### config.mk
export PLATFORM = sky130hd
export DESIGN_NAME = result_frame_tx_flat
export DESIGN_NICKNAME = d
export VERILOG_FILES = /design/src/rtl/result_frame_tx_if.sv /design/src/rtl/result_frame_tx.sv /design/src/flat_wrapper.sv
export SDC_FILE = /design/constraint.sdc
export NUM_CORES = 1
export LEC_CHECK = 0
export ABC_AREA = 1
export ABC_CLOCK_PERIOD_IN_PS = 3200
export CORE_MARGIN = 1
export CORE_UTILIZATION = 35
export DETAILED_ROUTE_END_ITERATION = 10
export PLACE_DENSITY_LB_ADDON = 0.1
export SYNTH_ARGS = -nofsm -noshare
export SYNTH_HDL_FRONTEND = slang
export SYNTH_SLANG_ARGS = --single-unit
### constraint.sdc
create_clock -name CLK -period 3.2 [get_ports CLK]
set_clock_uncertainty 0.2 [all_clocks]
set_input_delay 0.64 -clock CLK [delete_from_list [all_inputs] [get_ports CLK]]
set_output_delay 0.64 -clock CLK [all_outputs]
set_load 0.01 [all_outputs]
### src/rtl/result_frame_tx_if.sv
// result_frame_tx_if: result inputs, control strobes and serial status of the frame transmitter
interface result_frame_tx_if;
  logic       clear;
  logic       send;
  logic [7:0] digit0;
  logic [7:0] digit1;
  logic [7:0] count1;
  logic [7:0] count0;
  logic       warning;
  logic       selection;
  logic       mode;
  logic       tx;
  logic       busy;
  logic       done;
  logic       overrun;
  modport master (
    output clear, send, digit0, digit1, count1, count0, warning, selection, mode,
    input  tx, busy, done, overrun
  );
  modport slave (
    input  clear, send, digit0, digit1, count1, count0, warning, selection, mode,
    output tx, busy, done, overrun
  );
endinterface

### src/rtl/result_frame_tx.sv
// result_frame_tx: snapshots classifier results and ships them as a 6-byte 8N1 UART frame
module result_frame_tx #(
  parameter int         CLKS_PER_BIT = 16,
  parameter logic [7:0] HEADER       = 8'hA5
) (
  input logic              CLK,
  input logic              RST_N,
  result_frame_tx_if.slave bus
);
  localparam int CW = $clog2(CLKS_PER_BIT);
  localparam logic [CW-1:0] LAST = CW'(CLKS_PER_BIT - 1);
  typedef enum logic [1:0] {IDLE, START, DATA, STOP} state_t;
  state_t          state;
  logic [CW-1:0]   cnt;
  logic [2:0]      bit_idx;
  logic [2:0]      byte_idx;
  logic [5:0][7:0] shadow;
  logic [7:0]      b1;
  logic [7:0]      b4;
  logic            tick;
  always_comb begin
    b1   = {5'b0, bus.selection, bus.mode, bus.warning};
    b4   = {bus.count1[3:0], bus.count0[3:0]};
    tick = cnt == LAST;
  end
  always_ff @(posedge CLK or negedge RST_N) begin
    if (!RST_N) begin
      state       <= IDLE;
      cnt         <= '0;
      bit_idx     <= '0;
      byte_idx    <= '0;
      shadow      <= '0;
      bus.tx      <= 1'b1;
      bus.busy    <= 1'b0;
      bus.done    <= 1'b0;
      bus.overrun <= 1'b0;
    end else if (bus.clear) begin
      state       <= IDLE;
      cnt         <= '0;
      bit_idx     <= '0;
      byte_idx    <= '0;
      bus.tx      <= 1'b1;
      bus.busy    <= 1'b0;
      bus.done    <= 1'b0;
      bus.overrun <= 1'b0;
    end else begin
      bus.done <= 1'b0;
      cnt      <= (tick || state == IDLE) ? '0 : cnt + 1'b1;
      if (bus.send && bus.busy) bus.overrun <= 1'b1;
      case (state)
        IDLE: if (bus.send) begin
          // checksum is taken from the same snapshot that is latched
          shadow   <= {HEADER ^ b1 ^ bus.digit0 ^ bus.digit1 ^ b4, b4, bus.digit1, bus.digit0, b1, HEADER};
          byte_idx <= '0;
          state    <= START;
          bus.tx   <= 1'b0;
          bus.busy <= 1'b1;
        end
        START: if (tick) begin
          state   <= DATA;
          bit_idx <= '0;
          bus.tx  <= shadow[byte_idx][0];
        end
        DATA: if (tick) begin
          bit_idx <= bit_idx + 3'd1;
          state   <= bit_idx == 3'd7 ? STOP : DATA;
          bus.tx  <= bit_idx == 3'd7 ? 1'b1 : shadow[byte_idx][bit_idx + 3'd1];
        end
        STOP: if (tick) begin
          if (byte_idx < 3'd5) begin
            byte_idx <= byte_idx + 3'd1;
            state    <= START;
            bus.tx   <= 1'b0;
          end else begin
            byte_idx <= '0;
            state    <= IDLE;
            bus.busy <= 1'b0;
            bus.done <= 1'b1;
          end
        end
        default: state <= IDLE;
      endcase
    end
  end
endmodule

### src/flat_wrapper.sv
// flat-port wrapper written by rule: the top's interface ports become plain ports
module result_frame_tx_flat 
#(
  parameter int         CLKS_PER_BIT = 16,
  parameter logic [7:0] HEADER       = 8'hA5
)
  (CLK, RST_N, bus_clear, bus_send, bus_digit0, bus_digit1, bus_count1, bus_count0, bus_warning, bus_selection, bus_mode, bus_tx, bus_busy, bus_done, bus_overrun);
  result_frame_tx_if bus_i ();
  input logic CLK;
  input logic RST_N;
  input wire logic [$bits(bus_i.clear)-1:0] bus_clear;
  input wire logic [$bits(bus_i.send)-1:0] bus_send;
  input wire logic [$bits(bus_i.digit0)-1:0] bus_digit0;
  input wire logic [$bits(bus_i.digit1)-1:0] bus_digit1;
  input wire logic [$bits(bus_i.count1)-1:0] bus_count1;
  input wire logic [$bits(bus_i.count0)-1:0] bus_count0;
  input wire logic [$bits(bus_i.warning)-1:0] bus_warning;
  input wire logic [$bits(bus_i.selection)-1:0] bus_selection;
  input wire logic [$bits(bus_i.mode)-1:0] bus_mode;
  output wire logic [$bits(bus_i.tx)-1:0] bus_tx;
  output wire logic [$bits(bus_i.busy)-1:0] bus_busy;
  output wire logic [$bits(bus_i.done)-1:0] bus_done;
  output wire logic [$bits(bus_i.overrun)-1:0] bus_overrun;
  assign bus_i.clear = bus_clear;
  assign bus_i.send = bus_send;
  assign bus_i.digit0 = bus_digit0;
  assign bus_i.digit1 = bus_digit1;
  assign bus_i.count1 = bus_count1;
  assign bus_i.count0 = bus_count0;
  assign bus_i.warning = bus_warning;
  assign bus_i.selection = bus_selection;
  assign bus_i.mode = bus_mode;
  assign bus_tx = bus_i.tx;
  assign bus_busy = bus_i.busy;
  assign bus_done = bus_i.done;
  assign bus_overrun = bus_i.overrun;
  result_frame_tx #(.CLKS_PER_BIT(CLKS_PER_BIT), .HEADER(HEADER)) u_core (.CLK(CLK), .RST_N(RST_N), .bus(bus_i));
endmodule
Word-level counts from Yosys, hierarchy flattened
Cells that the tools add are included.
Widths: inputs -> output; s select.
- flip-flop bits (word level): 52
- bits of input ports: 39
- output and inout bits: 4
- logic and storage cells: 90
- add/sub/neg operators: 3
- $lt $le $gt $ge: 3
- eq/ne operators: 11
- muxes and demuxes: 42
- bitwise logic cells: 5
- reduce and logical (&&, ||, !) cells: 12
- operator list (cell ; number):
    $bmux 8 s3 ; 1
    $xor 8x8->8 ; 3
    $mux 3 ; 7
    $mux 1 ; 20
    $ne 3x2->1 const B ; 4
    $pmux 3 s2 ; 2
    $mux 2 ; 5
    $reduce_and 3->1 ; 3
    $lt 3x4->1 const B ; 2
    $mux 4 ; 2
    $mux 8 ; 1
    $pmux 2 s4 ; 1
    $reduce_and 4->1 ; 2
    $add 3x1->3 const B ; 2
    $ne 3x3->1 const B ; 2
    $reduce_bool 3->1 ; 2
    $reduce_and 5->1 ; 1
    $add 4x1->4 const B ; 1
    $eq 2x2->1 const B ; 2
    $eq 4x4->1 const B ; 1
    $not 2->4 ; 1
    $pmux 1 s4 ; 1
    $bmux 1 s3 ; 1
    $eq 3x3->1 const B ; 1
    8 further kinds ; 8

Depth between registers and ports, before layout
- word-level depth: 8
- gate-level depth with buffers: 15
- gate-level depth less buffers: 15

Worst setup path after synthesis
No wires, ideal clock.
- path kind: input to register
- start: input bus_clear
- end: register u_core.shadow[10] in the netlist's numbering
- library setup time: 0.125 ns
- arrival: 1.557 ns
- required time: 2.875 ns
- path slack: 1.318 ns
- stages: 5
- path buffers: 2
- cells stage by stage: buf_2 > inv_1 > nand3_2 > buf_2 > mux2_2
- longest elaborated chain between the ends: 2
- ends and longest elaborated chain (what ; RTL line ; text):
    from (decl) ; flat_wrapper.sv:11 ; input wire logic [$bits(bus_i.clear)-1:0] bus_clear;
    $not 1->1 (no source line) ; n/a ;
    $reduce_and 3->1 (no source line) ; n/a ;
    to (signal assigned) ; result_frame_tx.sv:53 ; shadow <= {HEADER ^ b1 ^ bus.digit0 ^ bus.digit1 ^ b4, b4, bus.digit1, bus.digit0, b1, HEADER};
    to (decl) ; result_frame_tx.sv:17 ; logic [5:0][7:0] shadow;
Every way passes these cells.
A chain may end at the register's enable or synchronous reset.

Worst setup path after layout
- start: input bus_clear
- end: register u_core.shadow[30] in the netlist's numbering
Same word-level chain as after synthesis.

==> summary.txt <==
Worst setup path
  – Setup crit end kind: flop
  – CP required: 3.19 ns
  – CP max FO: 26
  – Setup Crit Path Kind: in -> reg
  – Crit path arrival time: 2.31 ns
  – Critical Path Start Type: input port

Floorplan
  – Core area: 7848 sq um
  – Initial Util: 36.62%
  – Ports: 43
  – Row cnt: 32
  – Die ar.: 8578 sq um
  – Die Ht: 92.62 um
  – Die width: 92.62 um

Logic synthesis
  – Share of Yosys cell area claimed by the top area cell type: 44.41%
  – Synth Flop Type: dfrtp_1
  – Async SR Flop Fraction: 100.0%
  – Cells after Synth: 343
  – Synth Register Bits: 52
  – Synth Warn #: 0
  – Syn_nets: 391
  – Synth Cell Area: 2874 sq um
  – Post-synth cell types: 31
  – Most common cell in the netlist: nand2_1
  – Part of the Yosys area used for sequential elements: 45.32%
  – Syn_area_per_cell: 8.379 sq um
  – Top cells by area, synth: dfrtp_1 44%, nand2_1 11%, inv_1 4.7%
  – Post-synth top area cell: dfrtp_1
  – Top cells by count, synth: 86 x nand2_1, 51 x dfrtp_1, 36 x inv_1
  – Post-synth EDFFs: 0

Timing
  – Final hold viol count: 0
  – Setup TNS Final: 0 ns
  – RSZ-0062 raised after global routing: false
  – Fmax: 431.4 MHz
  – Fin crit share: 72.44%
  – Slew HR: 59.38%
  – Max-slew violation count: 0
  – Final setup vio count: 0
  – Worst-Margin Slew: 0.6085 ns
  – Min Tclk post-route: 2.318 ns

Global routing
  – Global-route wire length before repair: 10290 um
  – GR Overflow Total: 0
  – Pin count of the biggest net entering global routing: 28
  – Initial antenna violation count: 0
  – Vias in the first global route: 2225
  – Total track usage: 15.22%

Place
  – Port Buffers: 34
  – DP HPWL: 4204 um
  – Gpl congestion: 0.8184

Pwr
  – Switch Pwr: 700.8 uW
  – Power share of the clock group: 17.4%
  – Sequential share of power: 49.5%
  – Power Total: 2069 uW
  – Net Sw Frac: 33.88%
  – Internal power: 1368 uW
  – Leakage: 0.001631 uW
  – P per Cell Area: 607.6 nW/um^2
  – Combinational power share: 33.1%
  – Max VDD drop: 0.2798 mV

Clock tree
  – Worst skew pair latency: 0.30 ns
  – # H-tree levels: 2
  – Clk pin slew, worst setup/hold paths: 0.09 ns
  – # Post-CTS Setup Buffers: 0
  – CTS resizes: 0
  – Post-CTS Hold Fix Bufs: 0
  – CTS tree: done
  – Sink Count: 52
  – Root Buffer: clkbuf_8
  – CTS Buffer Depth: 2
  – Cts bufs inserted: 5

Route
  – DR iter-0 viols: 101
  – Via count: 2222
  – Via/cell ratio: 4.610
  – WL/cell: 11.98 um
  – ANT nets after route: 0
  – DRC: 0
  – DR pass1 iterations: 4
  – Routed WL: 5776 um

Cells and area
  – Area Growth Syn to Fin: 18.46%
  – Final net count: 427
  – Share of layout cells above drive strength 1: 10.26%
  – Diode count: 0

Hold path
  – Min-Delay Path Class: in -> async

Outcome
  – Status: completed

Job
  – Max_cap viols: 0
cells by family (layout without fill, tap and decap cells):
group                    Yosys count  after routing  synth area share, %
flip-flops                        52             52                45.32
AND/OR/NAND/NOR                  150            150                22.77
adder cells (fa/ha/maj)            9              9                3.918
multiplexers                       9              9                3.526
buffers and inverters             52             89                8.402
XOR/XNOR                          21             21                6.400
AO/OA/AOI/OAI                     50             50                9.665
layout by cell type (no fill, tap or decap), types with 3 or more instances in the layout:
master and n:
buf_4 5, or2_1 3, xnor2_1 9, clkdlybuf4s50_1 33
inv_1 36, ha_1 9, o211ai_1 3, o21ai_0 25
nand3_1 19, clkbuf_8 5, dfrtp_1 51, nand3_2 5
nor2_1 30, mux2_2 9, nand2_1 86, a21oi_1 18
xor2_1 12
state kept, by name, summed over array words and instances, names as in the netlist:
name / count
u_core.state: 2
u_core.byte_idx: 3
u_core.bus.tx: 1
u_core.bus.busy: 1
u_core.bus.done: 1
u_core.bus.overrun: 1
u_core.shadow: 36
u_core.bit_idx: 3
u_core.cnt: 4
layout make-up:
cell class,count,area [sq um]
clock buffer,7,76.32
inverter,41,170.2
clock inverter,1,5.005
sequential,52,1303
multi-input combinational,239,1330
timing repair buffer,40,392.9
fill,825,4443
tap,102,127.6
metal layers:
metal | up-vias | global-route usage [%] | routed length [um]
met4 | 0 | 4.615 | 59
met2 | 34 | 24.32 | 2600
met3 | 5 | 2.791 | 218
li1 | 1161 | - | -
met5 | - | 0 | 0
met1 | 1022 | 20.98 | 2896
path summary, 6_finish.rpt:
path,slack (ns),start,endpoint,cells after the start
max,0.88,bus_clear,u_core.shadow[30],6
min reg2reg,0.26,u_core.cnt[0],u_core.cnt[0],1
max in group asynchronous,2.03,RST_N,u_core.bus.tx,2
max reg2reg,1.04,u_core.state[0],u_core.shadow[30],6
min,0.14,RST_N,u_core.shadow[27],1
min in group CLK,0.26,u_core.cnt[0],u_core.cnt[0],1
power groups by stage:
stage               sequential, uW  combinational [uW]  clock, uW
floorplan                     1010                 498          0
global placement              1040                 686          0
detailed placement            1040                 693          0
CTS                           1030                 697        381
global route                  1060                 799        404
finish                        1020                 685        360
worst max-delay path, stage by stage:
cell             delay [ns]
clkdlybuf4s50_1        0.42
inv_1                  0.15
nand3_2                0.50
buf_4                  0.43
nor2_1                 0.12
a21oi_1                0.05
through the flow:
| step | hold slack, ns | setup WS, ns | area (sq um) | utilization, % | instances |
|---|---|---|---|---|---|
| 4_1_cts | 0.1525 | 0.8526 | 3405 | 43.38 | 482 |
| 3_3_place_gp | 0.2526 | 0.5198 | 3323 | 42.35 | 474 |
| 2_1_floorplan | 0.1444 | 1.318 | 2874 | - | 343 |
| 5_1_grt | 0.1676 | 0.7198 | 3405 | 43.38 | 482 |
| 6_report | 0.1396 | 0.8820 | 3405 | 43.38 | 482 |
| 3_5_place_dp | 0.2626 | 0.4856 | 3323 | 42.35 | 474 |
No activity file was read; power rests on OpenSTA's default activity.
